==> src/rtl/next_state_sequencer_pkg.sv <==
// Shared control-unit definitions: state width, ns_sel encodings and the
// reset/fetch state defaults used by the encoder, microstore and sequencer.
package next_state_sequencer_pkg;

    localparam int CU_STATE_W     = 10;
    localparam int CU_RESET_STATE = 0;
    localparam int CU_FETCH_STATE = 1;

    localparam logic [2:0] NS_ENCODE   = 3'd0;
    localparam logic [2:0] NS_INCR     = 3'd1;
    localparam logic [2:0] NS_JUMP     = 3'd2;
    localparam logic [2:0] NS_CBRANCH  = 3'd3;
    localparam logic [2:0] NS_WAIT_MOC = 3'd4;
    localparam logic [2:0] NS_FETCH    = 3'd5;

endpackage

==> src/rtl/next_state_sequencer_mux.sv <==
// Combinational next-state selection from the microinstruction ns_sel field.
// Codes 6 and 7 fall back to FETCH_STATE and raise illegal.
module next_state_mux
    import next_state_sequencer_pkg::*;
#(
    parameter int STATE_W     = CU_STATE_W,
    parameter int FETCH_STATE = CU_FETCH_STATE
) (
    input  logic [STATE_W-1:0] state,
    input  logic [STATE_W-1:0] encoder_state,
    input  logic [STATE_W-1:0] cr_addr,
    input  logic [2:0]         ns_sel,
    input  logic               inv,
    input  logic               cond,
    input  logic               moc,
    output logic [STATE_W-1:0] next_state,
    output logic               illegal
);

    logic [STATE_W-1:0] state_inc;

    // Natural width truncation gives the required modulo-2^STATE_W wrap.
    assign state_inc = state + {{(STATE_W-1){1'b0}}, 1'b1};

    always_comb begin
        next_state = STATE_W'(FETCH_STATE);
        illegal    = 1'b0;
        case (ns_sel)
            NS_ENCODE:   next_state = encoder_state;
            NS_INCR:     next_state = state_inc;
            NS_JUMP:     next_state = cr_addr;
            NS_CBRANCH:  next_state = (cond ^ inv) ? cr_addr : state_inc;
            NS_WAIT_MOC: next_state = moc ? state_inc : state;
            NS_FETCH:    next_state = STATE_W'(FETCH_STATE);
            default: begin
                next_state = STATE_W'(FETCH_STATE);
                illegal    = 1'b1;
            end
        endcase
    end

endmodule

==> src/rtl/next_state_sequencer.sv <==
// Control-state register, sticky illegal-select flag and optional MOC wait
// timeout (enabled by defining MOC_TIMEOUT_EN) around next_state_mux.
module next_state_sequencer
    import next_state_sequencer_pkg::*;
#(
    parameter int STATE_W     = CU_STATE_W,
    parameter int RESET_STATE = CU_RESET_STATE,
    parameter int FETCH_STATE = CU_FETCH_STATE
`ifdef MOC_TIMEOUT_EN
    ,
    parameter int ABORT_STATE    = 1023,
    parameter int TIMEOUT_CYCLES = 16
`endif
) (
    input  logic               clk,
    input  logic               reset,
    input  logic [STATE_W-1:0] encoder_state,
    input  logic [STATE_W-1:0] cr_addr,
    input  logic [2:0]         ns_sel,
    input  logic               inv,
    input  logic               cond,
    input  logic               moc,
    output logic [STATE_W-1:0] state,
    output logic               wait_active,
    output logic               illegal_sel,
    output logic               mem_timeout
);

    logic [STATE_W-1:0] state_q;
    logic [STATE_W-1:0] state_d;
    logic [STATE_W-1:0] mux_next;
    logic               mux_illegal;
    logic               illegal_sel_q;

    next_state_mux #(
        .STATE_W     (STATE_W),
        .FETCH_STATE (FETCH_STATE)
    ) u_mux (
        .state         (state_q),
        .encoder_state (encoder_state),
        .cr_addr       (cr_addr),
        .ns_sel        (ns_sel),
        .inv           (inv),
        .cond          (cond),
        .moc           (moc),
        .next_state    (mux_next),
        .illegal       (mux_illegal)
    );

    assign wait_active = (ns_sel == NS_WAIT_MOC) && !moc;

`ifdef MOC_TIMEOUT_EN
    localparam int CNT_W = (TIMEOUT_CYCLES > 2) ? $clog2(TIMEOUT_CYCLES) : 1;

    logic [CNT_W-1:0] wait_cnt_q;
    logic [CNT_W-1:0] wait_cnt_d;
    logic             mem_timeout_q;
    logic             mem_timeout_d;

    // A moc arriving on the expiry edge leaves wait_active low, so moc wins.
    always_comb begin
        state_d       = mux_next;
        wait_cnt_d    = '0;
        mem_timeout_d = 1'b0;
        if (wait_active) begin
            if (wait_cnt_q == CNT_W'(TIMEOUT_CYCLES - 1)) begin
                state_d       = STATE_W'(ABORT_STATE);
                mem_timeout_d = 1'b1;
            end else begin
                wait_cnt_d = wait_cnt_q + {{(CNT_W-1){1'b0}}, 1'b1};
            end
        end
    end

    always_ff @(posedge clk or posedge reset) begin
        if (reset) begin
            wait_cnt_q    <= '0;
            mem_timeout_q <= 1'b0;
        end else begin
            wait_cnt_q    <= wait_cnt_d;
            mem_timeout_q <= mem_timeout_d;
        end
    end

    assign mem_timeout = mem_timeout_q;
`else
    assign state_d     = mux_next;
    assign mem_timeout = 1'b0;
`endif

    always_ff @(posedge clk or posedge reset) begin
        if (reset) begin
            state_q       <= STATE_W'(RESET_STATE);
            illegal_sel_q <= 1'b0;
        end else begin
            state_q       <= state_d;
            illegal_sel_q <= illegal_sel_q | mux_illegal;
        end
    end

    assign state       = state_q;
    assign illegal_sel = illegal_sel_q;

endmodule

==> config.mk <==
export PLATFORM = sky130hd
export DESIGN_NAME = next_state_sequencer
export DESIGN_NICKNAME = d
export VERILOG_FILES = /design/src/rtl/next_state_sequencer_pkg.sv /design/src/rtl/next_state_sequencer_mux.sv /design/src/rtl/next_state_sequencer.sv
export SDC_FILE = /design/constraint.sdc
export NUM_CORES = 1
export LEC_CHECK = 0
export CORE_MARGIN = 2
export CORE_UTILIZATION = 37
export CTS_CLUSTER_DIAMETER = 50
export DETAILED_ROUTE_END_ITERATION = 8
export PLACE_DENSITY = 0.76
export RECOVER_POWER = 25
export SYNTH_ARGS = -nofsm -noshare
export SYNTH_HDL_FRONTEND = slang
export SYNTH_SLANG_ARGS = --single-unit
==> constraint.sdc <==
create_clock -name clk -period 1.6 [get_ports clk]
set_input_delay 0.32 -clock clk [delete_from_list [all_inputs] [get_ports clk]]
set_output_delay 0.32 -clock clk [all_outputs]
set_load 0.005 [all_outputs]
; Word-level counts from Yosys, hierarchy flattened
; Index checks and enable logic that the tools add are counted.
[word_totals]
regBits = 11
out_inout_bits = 13
[classes]
add_sub_neg = 1
n_eq_ne = 6
mux = 4
n_bitwise = 2
reduce_logical = 4
[ops]
columns = operator, count
row1 = 10-bit case mux with 5 select lines, 1
row2 = 10-bit two-way mux, 2
row3 = "10-bit by 1-bit adder with 10-bit output, second input constant", 1
row4 = "3-bit by 2-bit equality test with 1-bit output, second input constant", 2
row5 = "3-bit equality test, second input constant", 2
row6 = 6-bit OR reduction, 1
row7 = "3-bit by 1-bit equality test with 1-bit output, second input constant", 1
row8 = 3-bit zero test, 1
row9 = "2-bit != test, second input constant", 1
row10 = 1-bit logical AND, 1
row11 = 1-bit zero test, 1
row12 = 1-bit two-way mux, 1
row13 = 1-bit bitwise OR, 1
row14 = 1-bit bitwise XOR, 1

; Longest topological paths before layout
[logic_depth]
ltp_word = 4
ltp_mapped = 6

; Cells and area by module
; From an unflattened synthesis, not the netlist that was laid out.
[unflattened]
hier_cells = 73
hier_area_um2 = 729.4
[modules_own_cells]
columns = module, n_inst, cells_per_inst, area_each_um2
row1 = next_state_mux, 1, 57, 417.9
row2 = next_state_sequencer, 1, 16, 311.5

; Least setup slack after synthesis
; OpenSTA, ideal clock, no wires.
[synth_timing]
kind = reg2reg
start = register state_q[0], in the netlist state[0]
end = register state_q[6], in the netlist state[6]
setup_time_ps = 141
arrival_time_ps = 1467
setup_slack_ps = -8
path_stages_with_launch = 7
path_buffers = 0
path_cell_list = dfrtp_1 > ha_1 > and3_1 > and3_1 > nor3b_1 > a221oi_1 > o21ai_1
[synth_between]
elab_chain_cells = 3
word_cells_on_any_way = 4
classes_between = 1 x add/sub / 3 x mux
[synth_lines]
columns = element, line_no
row1 = "start, declared", next_state_sequencer.sv:29  ; logic [STATE_W-1:0] state_q;
row2 = "start signal, assigned", next_state_sequencer.sv:93  ; state_q <= STATE_W'(RESET_STATE);
row3 = "start signal, assigned", next_state_sequencer.sv:96  ; state_q <= state_d;
row4 = 10-bit by 1-bit adder with 10-bit output *, next_state_sequencer_mux.sv:23  ; assign state_inc = state + {{(STATE_W-1){1'b0}}, 1'b1};
row5 = "10-bit two-way mux, on equally long branches", "next_state_sequencer_mux.sv:33, next_state_sequencer_mux.sv:32"
row6 = 10-bit case mux with 5 select lines *, next_state_sequencer_mux.sv:28  ; case (ns_sel)
; Mark *: on every way between the ends. The rest lies on a longest branch, timed or not. The select of a mux whose other input is x is not followed.
; A chain may end at the register's enable or synchronous reset.

; Worst setup path after layout
[layout_timing]
start = register state_q[6], in the netlist state[6]
end = output port state[6]
[layout_lines]
columns = element, line_no
row1 = "end, declared", next_state_sequencer.sv:23  ; output logic [STATE_W-1:0] state,
; No word-level cell between the ends.

==> impl_metrics.env <==
export IMPL_rows=17
export IMPL_p_per_area_nw_per_um2=582
export IMPL_status="finished, final reports clean"
export IMPL_layout_nets=182
export IMPL_p_seq_frac=0.383
export IMPL_rr_worst_depth=6
export IMPL_start_util=0.398
export IMPL_final_core_util=0.677
export IMPL_r2r_start="state[0]"
export IMPL_hp_start="illegal_sel"
export IMPL_min_period_over_period=0.981
export IMPL_crit_path_top_delay_cell="clkdlybuf4s50_1"
export IMPL_tns_ps=0
export IMPL_syn_area_um2=890
export IMPL_dieArea_um2=2810
export IMPL_synth_xor_area_frac=0.0492
export IMPL_antenna_found_initial=0
export IMPL_start_kind="register"
export IMPL_min_path_type="register to register"
export IMPL_drtPass1Iterations=4
export IMPL_cts_setup_buffers=0
export IMPL_grt_total_usage=0.221
export IMPL_place_gp_congestion=0.867
export IMPL_p_sw_frac=0.316
export IMPL_postSynthCellCount=96
export IMPL_synth_area_per_cell_um2=9.27
export IMPL_synth_top_family_by_area="compound AO/OA/AOI/OAI gates"
export IMPL_skew_ps=1.94
export IMPL_io_buffers=39
export IMPL_num_vias=1032
export IMPL_antennaDiodeCount=0
export IMPL_fin_crit_ps=1570
export IMPL_cts_root_buffer="clkbuf_4"
export IMPL_drive_gt1_frac=0.250
export IMPL_cts_hold_buf=0
export IMPL_synth_fa_ha_area_frac=0.0141
export IMPL_power_switching_uw=278
export IMPL_ys_top_cells_by_area="dfrtp_1, o21ai_1, a221oi_1, xnor2_4, a2bb2oi_4"
export IMPL_core_um2=2230
export IMPL_max_freq_mhz=637
export IMPL_critical_path_top_delay_family="buffers and inverters"
export IMPL_min_to="illegal_sel"
export IMPL_clock_latency_ps=270
export IMPL_finalSetupViolCount=0
export IMPL_maxCapViolations=0
export IMPL_synth_compound_area_frac=0.329
export IMPL_drc=0
export IMPL_die_w_um=53.0
export IMPL_worst_path_max_fanout=7
export IMPL_grt_pass1_wl_um=4540
export IMPL_required_ps=1280
export IMPL_rsz0062_at_grt="yes"
export IMPL_path_cells="clkdlybuf4s50_1"
export IMPL_synth_warnings=0
export IMPL_arrival_ps=1250
export IMPL_grt_pass1_vias=1051
export IMPL_grt_ovfl_total=0
export IMPL_ir_worst_vdd_uv=365
export IMPL_synth_distinct_cells=41
export IMPL_ys_flop_type="dfrtp_1"
export IMPL_hold_path_depth=1
export IMPL_synth_edf_count=0
export IMPL_hpwl_um=2060
export IMPL_cts_tree="built"
export IMPL_ant_nets=0
export IMPL_ys_ff_latch=11
export IMPL_area_delta_synth_final_pct=69.9
export IMPL_post_drt_wl_per_cell_um=15.9
export IMPL_clockBufferDepth=2
export IMPL_cts_sinks=11
export IMPL_synth_async_reset_ratio=1.00
export IMPL_synth_mux_area_frac=0
export IMPL_p_int_uw=601
export IMPL_leakage_uw=0.000635
export IMPL_max_stage_delay_ps=540
export IMPL_crit_type="register to output pin"
export IMPL_p_comb_frac=0.397
export IMPL_wirelength_um=2870
export IMPL_fp_dieH_um=53.0
export IMPL_worst_r2r_setup_slack_ps=70
export IMPL_synth_area_leader_cell="dfrtp_1"
export IMPL_vias_per_cell=5.73
export IMPL_p_clk_frac=0.220
export IMPL_ios=41
export IMPL_clk_pin_slew_ps=70
export IMPL_drv_slew=0
export IMPL_grt_max_degree=12
export IMPL_netlist_area_leader_share=0.309
export IMPL_r2r_end="state[6]"
export IMPL_worst_path_buf_inv=1
export IMPL_drt_iter0_drc=29
export IMPL_hold_viol=0
export IMPL_synth_seq_area_share=0.309
export IMPL_synth_simple_area_share=0.238
export IMPL_cts_made_buffers=3
export IMPL_syn_nets=125
export IMPL_endpoint_kind="output pin"
export IMPL_htree_levels=1
-- area by class of cell --
type	count	area (µm²)
flip-flops and latches	11	278
repair buffers	56	537
inverters	3	11.3
fillers	181	722
well taps	28	35.0
multi-input cells	78	624
clock buffers	4	26.3
-- cells in the final DEF, fill, tap and decap left out, types with 4 or more instances in the layout --
cell and instances:
clkdlybuf4s50_1 28, o21ai_1 15, buf_4 13, dfrtp_1 9
nor2_1 6, a221oi_1 6, nand2_1 6, dlymetal6s2s_1 5
buf_6 4
-- cell usage after synthesis, drive strengths merged, types with 2 or more instances --
cell type,instances
a221oi,6
and4,2
nand3,2
a22oi,2
dfrtp,11
nand4,2
o21ai,15
buf,5
nand2,6
nor2b,2
nor3,4
nor3b,3
a211oi,2
nor2,7
inv,3
and3,2
a21oi,3
a31oi,2
xnor2,2
-- worst max-delay path by stage --
stage                  end  cells after the start  slack (ps)  startpoint
2_1_floorplan     state[6]                      6          30    state[0]
3_3_place_gp   wait_active                      4        -530   ns_sel[1]
3_5_place_dp   wait_active                      4        -490   ns_sel[1]
4_1_cts           state[0]                      2           2    state[0]
5_1_grt           state[6]                      6         -60    state[1]
6_report          state[6]                      1          30    state[6]
-- flip-flops by register name, summed over array words and instances (netlist names) --
| signal | count |
|---|---|
| illegal_sel | 1 |
| state | 10 |
-- what timing repair did --
action | in CTS | in global routing
pin swaps | 1 | 5
endpoints found under the setup margin | 12 | 14
gates cloned | 0 | 1
gates resized for setup | 9 | 15
-- power by group through the flow --
stage	logic, µW	clock network (µW)	registers [µW]
floorplan	141	0	337
global route	378	208	341
CTS	330	195	333
global placement	322	0	334
detailed placement	328	0	337
finish	349	194	337
-- kinds of logic (layout without fill, tap and decap cells) --
kind of cell / count (synthesis) / count (layout)
AO/OA/AOI/OAI: 38 / 39
AND/OR/NAND/NOR: 35 / 35
flip-flops: 11 / 11
buffers and inverters: 8 / 63
XOR/XNOR: 2 / 2
adder cells (fa/ha/maj): 1 / 1
other: 1 / 1
-- metal layers --
metal / track usage / vias to the layer above / part of all wire / wire length [µm]
li1: - / 490 / - / -
met1: 0.248 / 492 / 0.41 / 1180
met4: 0.0684 / 0 / 0.0087 / 25
met5: 0 / - / 0 / 0
met3: 0.0452 / 4 / 0.068 / 194
met2: 0.410 / 46 / 0.51 / 1470
-- metrics by stage --
| step | cell area, µm² | std cells | hold WS, ps | setup WS, ps | total power, µW |
|---|---|---|---|---|---|
| finish | 1510 | 180 | 462 | 30.1 | 879 |
| global route | 1510 | 180 | 503 | -58.1 | 927 |
| CTS | 1450 | 179 | 361 | 2.42 | 858 |
| detailed placement | 1410 | 175 | 455 | -488 | 664 |
| global placement | 1410 | 175 | 440 | -532 | 656 |
| floorplan | 892 | 96 | 172 | 32.6 | 477 |
No activity file was read; power rests on OpenSTA's default activity.
